**config.mk**
```make
export PLATFORM = sky130hd
export DESIGN_NAME = button_step_ctrl
export DESIGN_NICKNAME = d
export VERILOG_FILES = /design/src/rtl/button_step_pkg.sv /design/src/rtl/debounce_filter.sv /design/src/rtl/button_step_ctrl.sv
export SDC_FILE = /design/constraint.sdc
export NUM_CORES = 1
export LEC_CHECK = 0
export CORE_ASPECT_RATIO = 1.1
export CORE_MARGIN = 1
export CORE_UTILIZATION = 55
export DETAILED_ROUTE_END_ITERATION = 8
export PLACE_DENSITY = 0.8
export SYNTH_ARGS = -nofsm -noshare
export SYNTH_HDL_FRONTEND = slang
export SYNTH_SLANG_ARGS = --single-unit
```
**constraint.sdc**
```tcl
create_clock -name clock -period 2.01 [get_ports clock]
set_clock_uncertainty 0.1 [all_clocks]
set_input_delay 0.3015 -clock clock [delete_from_list [all_inputs] [get_ports clock]]
set_output_delay 0.3015 -clock clock [all_outputs]
set_load 0.03 [all_outputs]
```
**src/rtl/button_step_pkg.sv**
```systemverilog
// Shared state encoding and timer sizing for the button step controller.
package button_step_pkg;

    localparam int STATE_W = 2;

    typedef enum logic [STATE_W-1:0] {
        IDLE   = 2'd0,
        HELD   = 2'd1,
        REPEAT = 2'd2
    } state_t;

    // Width of a counter that must hold values 0..max_val without wrapping.
    function automatic int timer_w(input int max_val);
        return (max_val < 1) ? 1 : $clog2(max_val + 1);
    endfunction

endpackage

```
**src/rtl/debounce_filter.sv**
```systemverilog
// Accepts a new level only after it has persisted for DEBOUNCE_CYCLES consecutive cycles.
module debounce_filter
    import button_step_pkg::*;
#(
    parameter int DEBOUNCE_CYCLES = 1000000
) (
    input  logic clock,
    input  logic reset,
    input  logic din,
    output logic dout
);

    localparam int               CNT_W    = timer_w(DEBOUNCE_CYCLES);
    localparam logic [CNT_W-1:0] CNT_LAST = CNT_W'(DEBOUNCE_CYCLES - 1);

    logic [CNT_W-1:0] cnt_r;
    logic             stable_r;

    // Count consecutive mismatching cycles; the last one flips the accepted level.
    always_ff @(posedge clock) begin
        if (reset) begin
            cnt_r    <= '0;
            stable_r <= 1'b0;
        end else if (din == stable_r) begin
            cnt_r    <= '0;
            stable_r <= stable_r;
        end else if (cnt_r >= CNT_LAST) begin
            cnt_r    <= '0;
            stable_r <= ~stable_r;
        end else begin
            cnt_r    <= cnt_r + 1'b1;
            stable_r <= stable_r;
        end
    end

    assign dout = stable_r;

endmodule

```
**src/rtl/button_step_ctrl.sv**
```systemverilog
// Raw button -> 2-flop sync -> debounce -> press FSM emitting one-cycle step pulses.
// Optional hold-to-auto-repeat is compiled in when AUTO_REPEAT_EN is defined.
module button_step_ctrl
    import button_step_pkg::*;
#(
    parameter int DEBOUNCE_CYCLES = 1000000,
    parameter int REPEAT_DELAY    = 50000000,
    parameter int REPEAT_PERIOD   = 10000000
) (
    input  logic       clock,
    input  logic       reset,
    input  logic       button_raw,
    input  logic       enable,
    output logic       step,
    output logic       pressed,
    output logic [1:0] state_dbg
);

    logic   sync1_r;
    logic   sync2_r;
    logic   stable_s;
    logic   fire_s;
    logic   step_r;
    state_t state_r;
    state_t state_n;

    // Zero-valued timing parameters have no meaningful behaviour; leave a visible marker.
    if (DEBOUNCE_CYCLES < 1 || REPEAT_DELAY < 1 || REPEAT_PERIOD < 1) begin : g_bad_cfg
    end

`ifdef AUTO_REPEAT_EN
    localparam int               TMR_MAX_I  = (REPEAT_DELAY > REPEAT_PERIOD) ? REPEAT_DELAY : REPEAT_PERIOD;
    localparam int               TMR_W      = timer_w(TMR_MAX_I);
    localparam logic [TMR_W-1:0] TMR_MAX    = TMR_W'(TMR_MAX_I);
    localparam logic [TMR_W-1:0] TMR_DELAY  = TMR_W'(REPEAT_DELAY);
    localparam logic [TMR_W-1:0] TMR_PERIOD = TMR_W'(REPEAT_PERIOD);
    localparam logic [TMR_W-1:0] TMR_ONE    = TMR_W'(1);

    logic [TMR_W-1:0] timer_r;
    logic [TMR_W-1:0] timer_n;
`endif

    // Two-flop synchronizer for the asynchronous pin.
    always_ff @(posedge clock) begin
        if (reset) begin
            sync1_r <= 1'b0;
            sync2_r <= 1'b0;
        end else begin
            sync1_r <= button_raw;
            sync2_r <= sync1_r;
        end
    end

    debounce_filter #(
        .DEBOUNCE_CYCLES (DEBOUNCE_CYCLES)
    ) u_debounce (
        .clock (clock),
        .reset (reset),
        .din   (sync2_r),
        .dout  (stable_s)
    );

    // Next-state logic; the timer is loaded with 1 on each step so equality marks the full interval.
    always_comb begin
        state_n = state_r;
        fire_s  = 1'b0;
`ifdef AUTO_REPEAT_EN
        timer_n = (timer_r == TMR_MAX) ? timer_r : timer_r + TMR_ONE;
`endif
        case (state_r)
            IDLE: begin
                if (stable_s) begin
                    fire_s  = 1'b1;
                    state_n = HELD;
`ifdef AUTO_REPEAT_EN
                    timer_n = TMR_ONE;
`endif
                end else begin
                    state_n = IDLE;
                end
            end
            HELD: begin
                // Release wins over a coincident timer expiry.
                if (!stable_s) begin
                    state_n = IDLE;
`ifdef AUTO_REPEAT_EN
                end else if (timer_r == TMR_DELAY) begin
                    fire_s  = 1'b1;
                    state_n = REPEAT;
                    timer_n = TMR_ONE;
`endif
                end else begin
                    state_n = HELD;
                end
            end
            REPEAT: begin
`ifdef AUTO_REPEAT_EN
                if (!stable_s) begin
                    state_n = IDLE;
                end else if (timer_r == TMR_PERIOD) begin
                    fire_s  = 1'b1;
                    state_n = REPEAT;
                    timer_n = TMR_ONE;
                end else begin
                    state_n = REPEAT;
                end
`else
                state_n = IDLE;
`endif
            end
            default: begin
                state_n = IDLE;
            end
        endcase
    end

    // FSM state and the gated, registered step pulse.
    always_ff @(posedge clock) begin
        if (reset) begin
            state_r <= IDLE;
            step_r  <= 1'b0;
        end else begin
            state_r <= state_n;
            step_r  <= fire_s & enable;
        end
    end

`ifdef AUTO_REPEAT_EN
    // Saturating repeat timer.
    always_ff @(posedge clock) begin
        if (reset) begin
            timer_r <= '0;
        end else begin
            timer_r <= timer_n;
        end
    end
`endif

    assign step      = step_r;
    assign pressed   = stable_s;
    assign state_dbg = state_r;

endmodule

```
After elaboration in Yosys (flattened, before gate mapping)
Cells that the tools add are included.
{"block": "word_totals", "reg_bits": 26, "in_bits": 4, "output_inout_bits": 4, "elab_cells": 22}
{"block": "op_classes", "n_eq_ne": 2, "addsub": 1, "n_bitwise": 4, "mux": 3, "reduce_logical": 5, "order_cmp": 1}
{"op": "$add 20x1->20 const B", "n": 1}
{"op": "$ge 20x20->1 const B", "n": 1}
{"op": "$reduce_or 2->1", "n": 2}
{"op": "$mux 1", "n": 3}
{"op": "$not 1->1", "n": 3}
{"op": "$reduce_or 3->1", "n": 1}
{"op": "$eq 2x1->1 const B", "n": 1}
{"op": "$logic_not 2->1", "n": 1}
{"op": "$reduce_and 2->1", "n": 1}
{"op": "$and 1x1->1", "n": 1}
{"op": "$eq 1x1->1", "n": 1}

Logic depth before layout (Yosys ltp)
Gate-level depths: netlist (run 1).
{"block": "depth", "ltp_word": 4, "depth_mapped": 6}

Modules after synthesis
From an unflattened synthesis (run 1), not the netlist that was laid out.
{"block": "unflattened", "hier_cells": 124, "hier_area_um2": 1093.5}
{"module": "debounce_filter", "area_each_um2": 963.4, "cells_each": 114, "instances": 1}
{"module": "button_step_ctrl", "area_each_um2": 130.1, "cells_each": 10, "instances": 1}

Worst setup path after synthesis (run 1)
No wires, ideal clock.
{"block": "synth_path", "path_kind": "reg2reg", "startpoint": "register u_debounce.cnt_r[2]", "endpoint": "register u_debounce.cnt_r[15]", "t_arrival_ns": 1.552, "slack_ns": 0.288, "stages_incl_launch_ff": 5, "t_required_ns": 1.839, "setup_time_ns": 0.071, "path_cell_list": "dfxtp_1 nand3_2 or4_4 or3_1 a21oi_1"}
{"block": "synth_between", "elab_chain_cells": 2, "elab_cells_between_ends": 3}
{"element": "start: declaration", "line": "debounce_filter.sv:16", "source": "logic [CNT_W-1:0] cnt_r;"}
{"element": "start signal: assignment", "line": "debounce_filter.sv:31", "source": "cnt_r <= cnt_r + 1'b1;"}
{"element": "$ge 20x20->1", "line": "debounce_filter.sv:27", "source": "end else if (cnt_r >= CNT_LAST) begin"}
{"element": "$reduce_or 3->1 (no line)"}
Parallel ways exist; a longest one is shown, timed or not.
A chain may end at the register's enable or synchronous reset.

Worst setup path after layout (run 1)
{"block": "layout_path", "startpoint": "register u_debounce.cnt_r[2]", "endpoint": "register u_debounce.cnt_r[13]"}
The elaborated chain is that of the path after synthesis.

==> PnR_summary.wiki, run 1 <==
{| class="wikitable"
! Metric !! Value
|-
| Number of placement rows || 16
|-
| Smallest setup slack after layout || roughly 0.15 ns
|-
| Reg-to-reg setup timing slack || 0.15 ns
|-
| Inserted Clock Buffers || 3
|-
| Max IR drop VDD || 0.000502 V
|-
| Total DRC errors in the routed layout || 0
|-
| Top-level I/O count || 8
|-
| Data required time at the worst endpoint || 2.17 ns
|-
| Most common library cell in the layout ignoring fill and taps || sky130_fd_sc_hd__dfxtp_1
|-
| Number of failing hold endpoints at the final stage || 0
|-
| Setup repair bufs after CTS || 0
|-
| Max-cap violation count || 0
|-
| Layout cell share with drive strength beyond 1 || 8.46%
|-
| Net count of the finished layout || 136
|-
| Power, Total || 0.744 mW
|-
| CTS tree || done
|-
| Crit end category || register
|-
| All-layer global routing usage || 19.4%
|-
| First-pass GRT wire length || 3.18 mm
|-
| Gate family responsible for the most delay along the worst path || simple AND/OR/NAND/NOR gates
|-
| Period utilisation layout || 92.3%
|-
| Core utilization of the finished layout || 66.7%
|-
| Remaining number of nets flagged by the antenna check after routing || 0
|-
| Count of different cell masters after synthesis || 31
|-
| Cell count after synthesis || roughly 120
|-
| Achievable frequency || 539 MHz
|-
| Worst slack after detailed placement || 0.164 ns
|-
| Most frequent cells in the layout || 25 x sky130_fd_sc_hd__dfxtp_1, 17 x sky130_fd_sc_hd__nor2_1, 7 x sky130_fd_sc_hd__nand4_1, 7 x sky130_fd_sc_hd__xnor2_1, 7 x sky130_fd_sc_hd__a21oi_1
|-
| Gr ovfl total || 0
|-
| Count of fill cells added during filler insertion || 151
|-
| Net count after synthesis || 126
|-
| DRT Wirelength || 1.90 mm
|-
| Initial cell density of the core || 59.7%
|-
| Final setup violation count || 0
|-
| Source-to-sink clock delay at the later pin of the worst-skew pair || slightly above 0.3 ns
|-
| Ys Warns || 0
|-
| Std-Cell Core Area || 1800 µm²
|-
| Area of the mapped netlist || 1080 µm²
|-
| Post-synthesis sequential area ratio || 46.5%
|-
| Yosys reg bits || 25
|-
| Area of the die || 2140 µm²
|-
| Area growth from synthesis to layout || 11.6%
|-
| Worst hold stages || 1
|-
| Detail-routed net length per standard cell || 12.8 µm
|-
| Total half-perimeter wirelength after legalization and detailed placement || 1.39 mm
|-
| Endpoint arrival time on the critical path || 2.01 ns
|-
| H-tree levels || 1
|-
| Diode count || 0
|-
| Worst hold margin || ~0.38 ns
|-
| Total buffers and inverters traversed by the critical path || 0
|-
| Startpoint of the worst-slack reg-to-reg timing path || u_debounce.cnt_r[2]
|-
| PortBufs || 6
|-
| Startpoint of the most critical hold path || u_debounce.cnt_r[0]
|-
| R2R cell count || 4
|-
| Largest net degree at the start of global routing || 21
|-
| Placer Congestion || ~0.80
|-
| Fin crit period || 1.86 ns
|-
| Result of the run || completed
|-
| Mean cell area of the mapped netlist || just under 9 µm²
|-
| Hold Crit Class || reg -> reg
|-
| Critical Path Fanout Max || 6
|-
| Max-slew violation total from the final report || 0
|-
| End of the worst register-to-register path || u_debounce.cnt_r[13]
|-
| Type of the worst setup path || reg -> reg
|-
| PD cells || about 620 nW/µm²
|-
| Min-Delay Endpoint || u_debounce.cnt_r[0]
|-
| Static Leakage || 0.373 nW
|-
| Number of hold-repair buffers added at the cts stage || 0
|-
| Die Span Y || 48.4 µm
|-
| CTS clock-pin slew for the worst setup and hold paths || 0.13 ns
|-
| Via count of the first global-routing pass || 768
|-
| Vias per cell || 5.86
|-
| Clk sink count || 25
|-
| Startpoint class of the critical path || register
|-
| Post-CTS sizing || 0
|-
| Total number of vias || between 800 and 900
|-
| DRT iter0 DRCs || 21
|-
| Slowest cell on the critical path || sky130_fd_sc_hd__or4_4
|-
| Highest cell delay on the worst timing path || roughly 0.59 ns
|-
| Cells along the critical path || nand3_2 > or4_4 > or3_1 > a21oi_1
|-
| Horizontal extent of the die || 44.2 µm
|-
| Total negative setup slack || 0 ns
|-
| Number of antenna violations at the first check in global routing || 0
|-
| 1st-pass router iterations || 6
|-
| Clock tree root driver cell || sky130_fd_sc_hd__clkbuf_4
|-
| Setup repair after global routing missed its margin || no
|-
| Buffers from clock root to sink, at most || 2
|}
[per-stage QoR]
stage / instance area, µm² / cells
after floorplan: 1080 / 121
after global placement: 1170 / 144
after detailed placement: 1170 / 144
after CTS: 1200 / 148
after global routing: 1200 / 148
final: 1200 / 148
[state kept, by name (all words and copies together), names as in the netlist]
name              cells
state_dbg             1
step                  1
sync1_r               1
sync2_r               1
u_debounce.cnt_r     20
u_debounce.dout       1
[cells by family (layout without fill, tap and decap cells)]
kind of cell	Yosys count	after routing	share of synthesized area, %
multiplexers	1	1	1.05
XOR/XNOR	12	12	9.77
flip-flops	25	25	46.5
AO/OA/AOI/OAI	17	17	9.88
AND/OR/NAND/NOR	56	56	28.1
other	1	1	0.349
buffers and inverters	8	17	3.14
adder cells (fa/ha/maj)	1	1	1.16
[layout make-up]
class / instances / area [µm²] / share of cell area [%]
Multi-Input combinational cell: 88 / 542 / 45.1
Sequential cell: 25 / 500 / 41.7
Timing Repair Buffer: 8 / 87.6 / 7.29
Clock buffer: 3 / 22.5 / 1.88
Tap cell: 18 / 22.5 / 1.88
Inverter: 5 / 18.8 / 1.56
Clock inverter: 1 / 7.51 / 0.625
[layer usage]
| metal | wire length, µm | global-route usage, % | vias to the layer above |
|---|---|---|---|
| met1 | 896 | 24.1 | 409 |
| li1 | - | - | 447 |
| met5 | 0 | 0 | - |
| met4 | 9 | 4.04 | 0 |
| met2 | 930 | 32.4 | 10 |
| met3 | 65 | 5.97 | 2 |
[power breakdown]
group	leakage [nW]	internal (mW)	switching [mW]	total, mW
sequential	0.202	0.498	0.00131	0.499
clock	0.0139	0.0759	0.151	0.227
combinational	0.157	0.00948	0.00872	0.0182
total	0.373	0.583	0.161	0.744
[worst max-delay path by stage]
stage	start	to	slack [ns]	cells past startpoint
floorplan	u_debounce.cnt_r[2]	u_debounce.cnt_r[15]	0.29	4
finish	u_debounce.cnt_r[2]	u_debounce.cnt_r[13]	0.15	4
detailed placement	u_debounce.cnt_r[0]	u_debounce.cnt_r[16]	0.16	5
CTS	u_debounce.cnt_r[0]	u_debounce.cnt_r[16]	0.14	5
global route	u_debounce.cnt_r[12]	u_debounce.cnt_r[13]	0.008	5
global placement	u_debounce.cnt_r[0]	u_debounce.cnt_r[8]	0.22	6
[cell usage after synthesis (all sizes together)]
cell | n | area [µm²]
dfxtp | 25 | 500
nor2 | 17 | 63.8
a21oi | 7 | 35.0
nand4 | 7 | 43.8
xnor2 | 7 | 61.3
nand2 | 6 | 22.5
nand3 | 6 | 35.0
inv | 5 | 18.8
xor2 | 5 | 43.8
nor2b | 4 | 25.0
o21ai | 4 | 20.0
and3 | 3 | 18.8
nor4 | 3 | 18.8
or3 | 3 | 18.8
and4 | 2 | 18.8
clkbuf | 2 | 7.51
nor3 | 2 | 10.0
o31ai | 2 | 15.0
or4 | 2 | 18.8
a2111o | 1 | 11.3
a31o | 1 | 8.76
a41oi | 1 | 8.76
and3b | 1 | 8.76
buf | 1 | 7.51
conb | 1 | 3.75
ha | 1 | 12.5
mux2 | 1 | 11.3
o211ai | 1 | 7.51
[worst register-to-register path, delay by kind of cell, from the launching register on]
family | cells | cell delay (ns)
compound gates | 1 | 0.14
flops | 1 | 0.45
simple gates | 3 | 1.11
(Power assumes the default switching activity.)
==> run 2: changes to the inputs <==
CORE_MARGIN = not set   (was 1)
CTS_CLUSTER_DIAMETER = 120   (was not set)
==> results of run 2 <==
Final layout, timing and power as in run 1 (identical DEF).
